[src/rtl/apb_pkg.sv]
`default_nettype none
// ============================================================================
//  Module      : apb_pkg
//  Description : Shared definitions for the APB master: FSM state encoding
//                and the address bit field that selects the target slave.
//  Revision    : 1.0 - initial release
// ============================================================================
package apb_pkg;

    // FSM state encoding
    typedef logic [1:0] state_t;

    localparam state_t c_ST_IDLE   = 2'd0;
    localparam state_t c_ST_SETUP  = 2'd1;
    localparam state_t c_ST_ACCESS = 2'd2;

    // Address bits carrying the slave index
    localparam int c_PSEL_LSB     = 26;
    localparam int c_PSEL_MSB     = 28;
    localparam int c_PSEL_FIELD_W = c_PSEL_MSB - c_PSEL_LSB + 1;

endpackage : apb_pkg
`default_nettype wire

[src/rtl/apb_psel_decoder.sv]
`default_nettype none
// ============================================================================
//  Module      : apb_psel_decoder
//  Description : Turns the slave-index field of an address into a one-hot
//                PSEL vector.
//  Ports       : i_sel_field - slave index taken from the address
//                o_psel      - one-hot slave select
//  Revision    : 1.0 - initial release
// ============================================================================
module apb_psel_decoder
    import apb_pkg::*;
#(
    parameter int SLAVES_NUM = 8
) (
    input  logic [c_PSEL_FIELD_W-1:0] i_sel_field,
    output logic [SLAVES_NUM-1:0]     o_psel
);

    localparam logic [SLAVES_NUM-1:0] c_ONE = {{(SLAVES_NUM-1){1'b0}}, 1'b1};

    // An index past the last slave shifts the bit out, selecting nobody.
    assign o_psel = c_ONE << i_sel_field;

endmodule : apb_psel_decoder
`default_nettype wire

[src/rtl/apb_master.sv]
`default_nettype none
// ============================================================================
//  Module      : apb_master
//  Description : APB master. Turns user transfer requests into
//                IDLE -> SETUP -> ACCESS bus cycles, supports unlimited wait
//                states and back-to-back transfers, and captures read data
//                and slave error at the end of each access.
//  Ports       : PCLK, PRESETn          - clock, async active-low reset
//                Transfer, IN_*         - user request and its attributes
//                PRDATA, PREADY, PSLVERR- slave response
//                PADDR..PSTRB, PSEL,
//                PENABLE                - APB request (all registered)
//                OUT_RDATA, OUT_SLVERR  - captured read data / slave error
//  Revision    : 1.0 - initial release
// ============================================================================
module apb_master
    import apb_pkg::*;
#(
    parameter int DATA_WIDTH    = 32,
    parameter int ADDRESS_WIDTH = 32,
    parameter int STRB_WIDTH    = 4,
    parameter int SLAVES_NUM    = 8
) (
    input  logic                     PCLK,
    input  logic                     PRESETn,
    input  logic                     Transfer,
    input  logic [ADDRESS_WIDTH-1:0] IN_ADDR,
    input  logic [DATA_WIDTH-1:0]    IN_DATA,
    input  logic                     IN_WRITE,
    input  logic [2:0]               IN_PROT,
    input  logic [STRB_WIDTH-1:0]    IN_STRB,
    input  logic [DATA_WIDTH-1:0]    PRDATA,
    input  logic                     PREADY,
    input  logic                     PSLVERR,
    output logic [ADDRESS_WIDTH-1:0] PADDR,
    output logic [DATA_WIDTH-1:0]    PWDATA,
    output logic                     PWRITE,
    output logic [2:0]               PPROT,
    output logic [STRB_WIDTH-1:0]    PSTRB,
    output logic [SLAVES_NUM-1:0]    PSEL,
    output logic                     PENABLE,
    output logic [DATA_WIDTH-1:0]    OUT_RDATA,
    output logic                     OUT_SLVERR
);

    state_t                   r_state;
    state_t                   w_next_state;
    logic                     w_load;
    logic                     w_access_done;
    logic [SLAVES_NUM-1:0]    w_psel_dec;

    logic [ADDRESS_WIDTH-1:0] r_paddr;
    logic [DATA_WIDTH-1:0]    r_pwdata;
    logic                     r_pwrite;
    logic [2:0]               r_pprot;
    logic [STRB_WIDTH-1:0]    r_pstrb;
    logic [SLAVES_NUM-1:0]    r_psel;
    logic                     r_penable;
    logic [DATA_WIDTH-1:0]    r_rdata;
    logic                     r_slverr;

    apb_psel_decoder #(
        .SLAVES_NUM (SLAVES_NUM)
    ) u_psel_decoder (
        .i_sel_field (IN_ADDR[c_PSEL_MSB:c_PSEL_LSB]),
        .o_psel      (w_psel_dec)
    );

    // Next-state logic
    always_comb begin
        w_next_state = r_state;
        case (r_state)
            c_ST_IDLE:   if (Transfer) w_next_state = c_ST_SETUP;
            c_ST_SETUP:  w_next_state = c_ST_ACCESS;
            c_ST_ACCESS: if (PREADY) w_next_state = Transfer ? c_ST_SETUP : c_ST_IDLE;
            default:     w_next_state = c_ST_IDLE;
        endcase
    end

    // Request fields follow the user inputs while entering or sitting in
    // SETUP, and are frozen through ACCESS and IDLE.
    assign w_load        = (w_next_state == c_ST_SETUP) || (r_state == c_ST_SETUP);
    assign w_access_done = (r_state == c_ST_ACCESS) && PREADY;

    always_ff @(posedge PCLK or negedge PRESETn) begin
        if (!PRESETn) begin
            r_state   <= c_ST_IDLE;
            r_paddr   <= '0;
            r_pwdata  <= '0;
            r_pwrite  <= 1'b0;
            r_pprot   <= '0;
            r_pstrb   <= '0;
            r_psel    <= '0;
            r_penable <= 1'b0;
            r_rdata   <= '0;
            r_slverr  <= 1'b0;
        end else begin
            r_state   <= w_next_state;
            r_penable <= (w_next_state == c_ST_ACCESS);

            if (w_load) begin
                r_paddr  <= IN_ADDR;
                r_pwdata <= IN_DATA;
                r_pwrite <= IN_WRITE;
                r_pprot  <= IN_PROT;
                r_pstrb  <= IN_WRITE ? IN_STRB : '0;
                r_psel   <= w_psel_dec;
            end else if (w_next_state == c_ST_IDLE) begin
                // Bus released: deselect every slave.
                r_psel   <= '0;
            end

            if (w_access_done) begin
                r_slverr <= PSLVERR;
                if (!r_pwrite) r_rdata <= PRDATA;
            end
        end
    end

    assign PADDR      = r_paddr;
    assign PWDATA     = r_pwdata;
    assign PWRITE     = r_pwrite;
    assign PPROT      = r_pprot;
    assign PSTRB      = r_pstrb;
    assign PSEL       = r_psel;
    assign PENABLE    = r_penable;
    assign OUT_RDATA  = r_rdata;
    assign OUT_SLVERR = r_slverr;

endmodule : apb_master
`default_nettype wire

[config.mk]
export PLATFORM = sky130hd
export DESIGN_NAME = apb_master
export DESIGN_NICKNAME = d
export VERILOG_FILES = /design/src/rtl/apb_pkg.sv /design/src/rtl/apb_psel_decoder.sv /design/src/rtl/apb_master.sv
export SDC_FILE = /design/constraint.sdc
export NUM_CORES = 1
export LEC_CHECK = 0
export BUFFER_PORTS_ARGS = -buffer_cell sky130_fd_sc_hd__buf_2
export CAP_MARGIN = 5
export CELL_PAD_IN_SITES_DETAIL_PLACEMENT = 0
export CELL_PAD_IN_SITES_GLOBAL_PLACEMENT = 1
export CORE_MARGIN = 2
export CORE_UTILIZATION = 30
export CTS_BUF_LIST = sky130_fd_sc_hd__clkbuf_16
export DETAILED_ROUTE_END_ITERATION = 12
export GPL_ROUTABILITY_DRIVEN = 0
export MAX_ROUTING_LAYER = met4
export PLACE_DENSITY_LB_ADDON = 0.1
export SKIP_CTS_REPAIR_TIMING = 1
export SLEW_MARGIN = 20
export SYNTH_ARGS = -nofsm -noshare
export SYNTH_HDL_FRONTEND = slang
export SYNTH_SLANG_ARGS = --single-unit
[constraint.sdc]
create_clock -name PCLK -period 1.7 [get_ports PCLK]
set_input_delay 0.255 -clock PCLK [delete_from_list [all_inputs] [get_ports PCLK]]
set_output_delay 0.255 -clock PCLK [all_outputs]
set_load 0.02 [all_outputs]
==> results by group, run 1 <==
Run status
  • Status: finished clean

Final layout
  • N_diodes: 0
  • Non-Filler Instances: 700
  • Final net count: roughly 600
  • Most frequent cells in the layout: buf_2 (221), dfrtp_1 (116), mux2_2 (71)
  • Share of cells above drive strength 1: 0.684
  • Commonest non-fill, non-tap cell in the layout: buf_2
  • Fin util: 0.437
  • Post-route cell area: about 6400 µm²
  • Area Growth Syn to Fin: 41.7%

Routing
  • Vias: 3050
  • WL final: about 10 mm
  • Average routed wire per standard cell: between 10 and 15 µm
  • # DRC: 0
  • DR pass1 iterations: 4
  • Post-route ant nets: 0
  • DRT iter0 DRCs: about 110
  • Vias per Instance: approximately 4.4

Logic synthesis
  • Post-Syn Area: approximately 4500 µm²
  • Yosys warns: 0
  • Post-synth EDFFs: 0
  • Seq/Total Area, Yosys: 0.642
  • Most used DFF post-synth: dfrtp_1
  • Synth Register Bits: 116
  • Netlist cell types: 22
  • Cells after synthesis: around 270
  • Syn_nets: ~370
  • Synth async-reset ratio: 1.00
  • Syn_area_per_cell: 17.1 µm²

Clock tree
  • H-tree depth: 4
  • Worst skew pair latency: approximately 0.41 ns
  • CTS clk-pin slew, worst paths: about 0.050 ns
  • CTS tree: built
  • CTS Buf Count: 17
  • Clock Sinks: ~120
  • Clk root buf: clkbuf_16
  • Longest Clk Path Bufs: 2

Global route
  • Antenna violations before repair: 0
  • GR Overflow Total: 0
  • Vias in the first global route: around 3200
  • Largest net degree at the start of global routing: 66
  • GRT Overall Usage: 0.142
  • First-pass GRT wire length: 16.8 mm

Job
  • Max-cap viol count: 0

Floorplan
  • Ports: 223
  • Die Area: between 15000 and 20000 µm²
  • Die W: ~130 µm
  • Row cnt: 44
  • Initial Util: 0.309
  • Die Y: between 100 and 150 µm
  • Core area: approximately 15000 µm²

STA
  • Max-slew violation count: 0
  • Max Clk Rate: roughly 0.64 GHz
  • Final setup skew: approximately 0.0044 ns
  • Worst slew margin: 0.764
  • Setup TNS: 0 ns
  • Worst slew pin tran: between 0.3 and 0.4 ns
  • Final worst-path cycle share: 0.919
  • Final setup vio count: 0
  • Minimum clock period: 1.56 ns
  • RSZ-0062 raised after global routing: no
  • Final Hold Viols: 0

Worst setup path
  • Crit-path max cell delay: a little under 0.4 ns
  • Stages on the worst setup path: 4
  • Required time of the critical path: approximately 2.0 ns
  • CP max FO: 44
  • R2r worst-path depth: 4
  • Slowest stage cell, crit path: dfrtp_1
  • CP Cell Sequence: nand2b_4 > a21oi_4 > buf_12 > mux2_2
  • Crit path buf inv count: 1
  • Crit end category: flip-flop
  • Critical Setup Path Class: reg2reg
  • Crit path DAT: roughly 1.9 ns
  • CP startpoint kind: flip-flop
  • Critical path's top delay family: flip-flops

Place
  • Placed Cells: between 600 and 700
  • Port Buffers: between 200 and 250
  • DP HPWL: ~7.5 mm
  • Placed Area: 5880 µm²

Pwr
  • Pwr Total: about 10 mW
  • Largest vdd supply drop: roughly 0.0007 V
  • P per Cell Area: between 1500 and 2000 nW/µm²
  • LEAKAGE: between 3 and 4 nW

Min path
  • WHS Path Cells: 2
  • Worst Hold Class: in2reg
area by class of cell:
type                            instances  area [µm²]
Timing Repair Buffer                  230        1240
Inverter                                7        26.3
Sequential cell                       116        2900
Clock inverter                         15        86.3
Clock buffer                           17         425
Fill cell                            1410        8240
Multi-Input combinational cell        131        1500
Tap cell                              184         230
worst paths after layout:
check	startpoint	end	slack [ns]
min in group asynchronous	PRESETn	PWDATA[16]	0.39
hold / removal	PRDATA[4]	OUT_RDATA[4]	0.07
max in group asynchronous	PRESETn	OUT_RDATA[13]	0.99
setup reg to reg	r_state[0]	PPROT[1]	0.14
setup / recovery	r_state[0]	PPROT[1]	0.14
hold reg to reg	OUT_RDATA[4]	OUT_RDATA[4]	0.48
registers in the layout, summed over array words and instances (netlist names):
signal / flops
PWRITE: 1
PADDR: 32
PPROT: 3
PENABLE: 1
r_state: 2
OUT_SLVERR: 1
PSTRB: 4
PSEL: 8
PWDATA: 32
OUT_RDATA: 32
kinds of logic (layout without fill, tap and decap cells):
family,after synthesis,after routing,synth area share
flip-flops,116,116,0.642
multiplexers,105,105,0.284
buffers and inverters,18,269,0.0299
AO/OA/AOI/OAI,13,13,0.0268
AND/OR/NAND/NOR,13,13,0.0174
per-stage QoR:
stage | setup slack, ns | hold slack (ns)
floorplan | 0.203 | -0.0406
global placement | 0.171 | 0.288
detailed placement | 0.153 | 0.289
CTS | 0.143 | -0.158
global route | 0.0712 | 0.0450
finish | 0.137 | 0.0656
power breakdown:
part / leakage, nW / internal [mW] / total, mW / switching, mW
Combinational: 1.61 / 1.48 / 3.36 / 1.88
Clock: 0.279 / 1.93 / 3.07 / 1.14
Sequential: 1.39 / 3.57 / 3.95 / 0.377
Total: 3.28 / 6.98 / 10.4 / 3.39
worst reg2reg max path, cell delays in order, from the launching register on:
cell and delay [ns]:
dfrtp_1 0.39, nand2b_4 0.16, a21oi_4 0.21, buf_12 0.27
mux2_2 0.41
cells in the mapped netlist (3+ instances only):
library cell	instances	area share
a32o_1	8	0.018
a21o_1	3	0.0050
buf_6	5	0.012
buf_2	3	0.0033
mux2i_1	4	0.0089
mux2_2	71	0.18
nand2_1	4	0.0033
inv_1	7	0.0058
dfrtp_1	116	0.64
mux2_4	28	0.093
routing by layer:
metal / GRT usage / vias to the layer above / share of wire
met1: 0.161 / 1490 / 0.41
met4: 0.0718 / 0 / 0.021
met2: 0.222 / 124 / 0.50
li1: - / 1419 / -
met5: - / - / 0
met3: 0.0510 / 17 / 0.072
(Power assumes the default switching activity.)
==> run 2: changes to the inputs <==
--- a/config.mk
+++ b/config.mk
@@ -5,6 +5,7 @@
 export SDC_FILE = /design/constraint.sdc
 export NUM_CORES = 1
 export LEC_CHECK = 0
+export ABC_AREA = 1
 export BUFFER_PORTS_ARGS = -buffer_cell sky130_fd_sc_hd__buf_2
 export CAP_MARGIN = 5
 export CELL_PAD_IN_SITES_DETAIL_PLACEMENT = 0
@@ -14,6 +15,7 @@
 export CTS_BUF_LIST = sky130_fd_sc_hd__clkbuf_16
 export DETAILED_ROUTE_END_ITERATION = 12
 export GPL_ROUTABILITY_DRIVEN = 0
+export HOLD_SLACK_MARGIN = 0.02
 export MAX_ROUTING_LAYER = met4
 export PLACE_DENSITY_LB_ADDON = 0.1
 export SKIP_CTS_REPAIR_TIMING = 1
==> run 2 against run 1 <==
Die area up 1.5%. Area after synthesis up 1.6%. Critical path depth up 2. Critical path type unchanged. Sequential cell count unchanged. Combinational power up 6%.
==> results by group, run 2 <==
Clock tree
  • H-tree depth: 4 (unchanged)
  • Clock Sinks: 116 (unchanged)
  • Worst skew pair latency: 0.41 ns (about the same)
  • Longest Clk Path Bufs: 2 (unchanged)
  • CTS tree: built
  • Clk root buf: clkbuf_16
  • CTS clk-pin slew, worst paths: 0.05 ns (about the same)
  • CTS Buf Count: 17 (unchanged)

Min path
  • Worst hold start: IN_DATA[24]
  • Worst Hold Class: in2reg
  • WHS Path Cells: 3 (+1)
  • Sink of the worst hold path: PWDATA[24]

Floorplan
  • Die W: 128 µm (+0.76%)
  • Ports: 223 (unchanged)
  • Die Y: 128 µm (+0.76%)
  • Row cnt: 45 (+2.3%)
  • Die Area: 16300 µm² (+1.5%)
  • Core area: 15100 µm² (+3.0%)
  • Initial Util: 0.304 (-0.00439)

Final layout
  • Fin util: 0.437 (about the same)
  • Commonest non-fill, non-tap cell in the layout: nand2_1
  • Area Growth Syn to Fin: 43.7%
  • N_diodes: 0 (unchanged)
  • Most frequent cells in the layout: nand2_1 (277), buf_2 (221), dfrtp_1 (116)
  • Final net count: 859 (+40%)
  • Share of cells above drive strength 1: 0.348 (-0.336)

Routing
  • Vias: 4185 (+37%)
  • Average routed wire per standard cell: 14.0 µm (-6.8%)
  • DR pass1 iterations: 4 (unchanged)
  • Vias per Instance: 4.41 (+1.1%)
  • WL final: 13.3 mm (+26%)
  • Post-route ant nets: 0 (unchanged)
  • # DRC: 0 (unchanged)
  • DRT iter0 DRCs: 272 (+160%)

Logic synthesis
  • Share of the synthesized area in the top cell type: 0.632 (-0.00997)
  • Cells after synthesis: 525 (+98%)
  • Top-count cell post-synth: nand2_1
  • Syn_area_per_cell: 8.75 µm² (-49%)
  • Synth Register Bits: 116 (unchanged)
  • Seq/Total Area, Yosys: 0.632 (-0.00997)
  • Yosys warns: 0 (unchanged)
  • Post-synth EDFFs: 0 (unchanged)
  • Most frequent cells after synthesis: nand2_1 (280), dfrtp_1 (116), nand3_1 (72), buf_2 (22), inv_1 (12)
  • Most used DFF post-synth: dfrtp_1
  • Syn_nets: 634 (+70%)
  • Synth async-reset ratio: 1.00 (unchanged)
  • Netlist cell types: 10 (-55%)
  • Post-Syn Area: 4590 µm² (+1.6%)
  • Synth top area cells: dfrtp_1 (63%), nand2_1 (23%), nand3_1 (7.8%)
  • Synth area leader: dfrtp_1

STA
  • Final setup vio count: 0 (unchanged)
  • Hold slack: 0.0314 ns (-0.0342 ns)
  • Minimum clock period: 1.41 ns (-0.149 ns)
  • Final worst-path cycle share: 0.832 (-0.0876)
  • Max-slew violation count: 0 (unchanged)
  • Max Clk Rate: 0.707 GHz (+11%)
  • Final Hold Viols: 0 (unchanged)
  • Setup TNS: 0 ns (unchanged)
  • RSZ-0062 raised after global routing: no
  • Worst slew margin: 0.643 (-0.122)
  • Worst slew pin tran: 0.534 ns (+0.181 ns)
  • Final setup skew: 0.00575 ns (+0.00131 ns)

Pwr
  • Comb pwr share: 0.313 (-0.011)
  • P per Cell Area: 1730 nW/µm² (+6.7%)
  • Largest vdd supply drop: 0.000745 V (+8.4%)
  • LEAKAGE: 3.87 nW (+18%)
  • Sw frac: 0.354 (+0.0274)
  • Switching power: 4.04 mW (+19%)
  • Internal power: 7.36 mW (+5.4%)
  • Power share of the clock group: 0.331 (+0.035)
  • Flop pwr share: 0.356 (-0.025)

Worst setup path
  • Crit path DAT: 1.76 ns (-0.09 ns)
  • Crit path buf inv count: 1 (unchanged)
  • R2r startpoint: r_state[0]
  • R2R Path End: PSEL[4]
  • Critical path's top delay family: simple AND/OR/NAND/NOR gates
  • Flop2flop setup slack: 0.29 ns (+0.15 ns)
  • CP max FO: 39 (-11%)
  • CP Cell Sequence: nor2_1 > nand2_2 > nand2_2 > buf_12 > nand2_1 > nand2_1
  • R2r worst-path depth: 6 (+2)
  • Crit-path max cell delay: 0.47 ns (+0.08 ns)
  • CP startpoint kind: flip-flop
  • Crit end category: flip-flop
  • Slowest stage cell, crit path: dfrtp_1
  • Required time of the critical path: 2.04 ns (+0.06 ns)
  • Critical Setup Path Class: reg2reg

Place
  • Port Buffers: 222 (unchanged)
  • DP HPWL: 8.98 mm (+19%)

Global route
  • GR Overflow Total: 0 (unchanged)
  • GRT Overall Usage: 0.173 (+0.0310)
  • Vias in the first global route: 4189 (+29%)
  • Antenna violations before repair: 0 (unchanged)
  • First-pass GRT wire length: 21.4 mm (+28%)
  • Largest net degree at the start of global routing: 75 (+14%)

Job
  • Max-cap viol count: 0 (unchanged)

Run status
  • Status: finished clean
[run 2: stage by stage]
step           cells  total power [mW]  area [µm²]  worst slack [ns]
4_1_cts          946              11.6        6560             0.254
6_report         950              11.4        6600             0.286
3_5_place_dp     915              7.71        5940             0.271
3_3_place_gp     915              7.66        5940             0.311
2_1_floorplan    525              6.24        4590             0.569
5_1_grt          950              12.1        6600             0.126
[run 2: routing by layer]
| metal | global-route usage | vias to the layer above | part of all wire | routed length, µm |
|---|---|---|---|---|
| li1 | - | 2080 | - | - |
| met1 | 0.219 | 1913 | 0.45 | 5970 |
| met2 | 0.255 | 173 | 0.45 | 6030 |
| met3 | 0.0643 | 19 | 0.079 | 1050 |
| met4 | 0.0608 | 0 | 0.017 | 228 |
| met5 | - | - | 0 | 0 |
[run 2: final cells by class]
type                       instances  area [µm²]
clock inverter                    14         193
inverter                          12        45.0
timing repair buffer             236        1300
multi-input combinational        367        1490
clock buffer                      17         425
fill                            1539        8490
sequential                       116        2900
tap                              188         235
[run 2: power by group through the flow]
stage / clock (mW) / combinational [mW] / sequential [mW]
2_1_floorplan: 0 / 1.07 / 5.17
3_3_place_gp: 0 / 3.58 / 4.08
3_5_place_dp: 0 / 3.62 / 4.10
4_1_cts: 3.89 / 3.62 / 4.07
5_1_grt: 4.01 / 3.92 / 4.18
6_report: 3.78 / 3.56 / 4.06
[run 2: worst min-delay path: cells and delay by family]
family / cells / cell delay [ns]
buffers and inverters: 1 / 0.07
and+or+nand+nor: 2 / 0.08
[run 2: cell families after synthesis]
group | synth area share
and+or+nand+nor | 0.319
AOI/OAI and AO/OA | 0.00327
DFF | 0.632
buffers and inverters | 0.0460
[run 2: worst max-delay path by stage]
stage,depth (start not counted),startpoint,endpoint
after floorplan,6,r_state[0],PWRITE
after global placement,6,r_state[0],PADDR[24]
after detailed placement,6,r_state[0],PADDR[22]
after CTS,6,r_state[0],PSEL[4]
after global routing,6,r_state[0],PSEL[4]
final,6,r_state[0],PSEL[4]
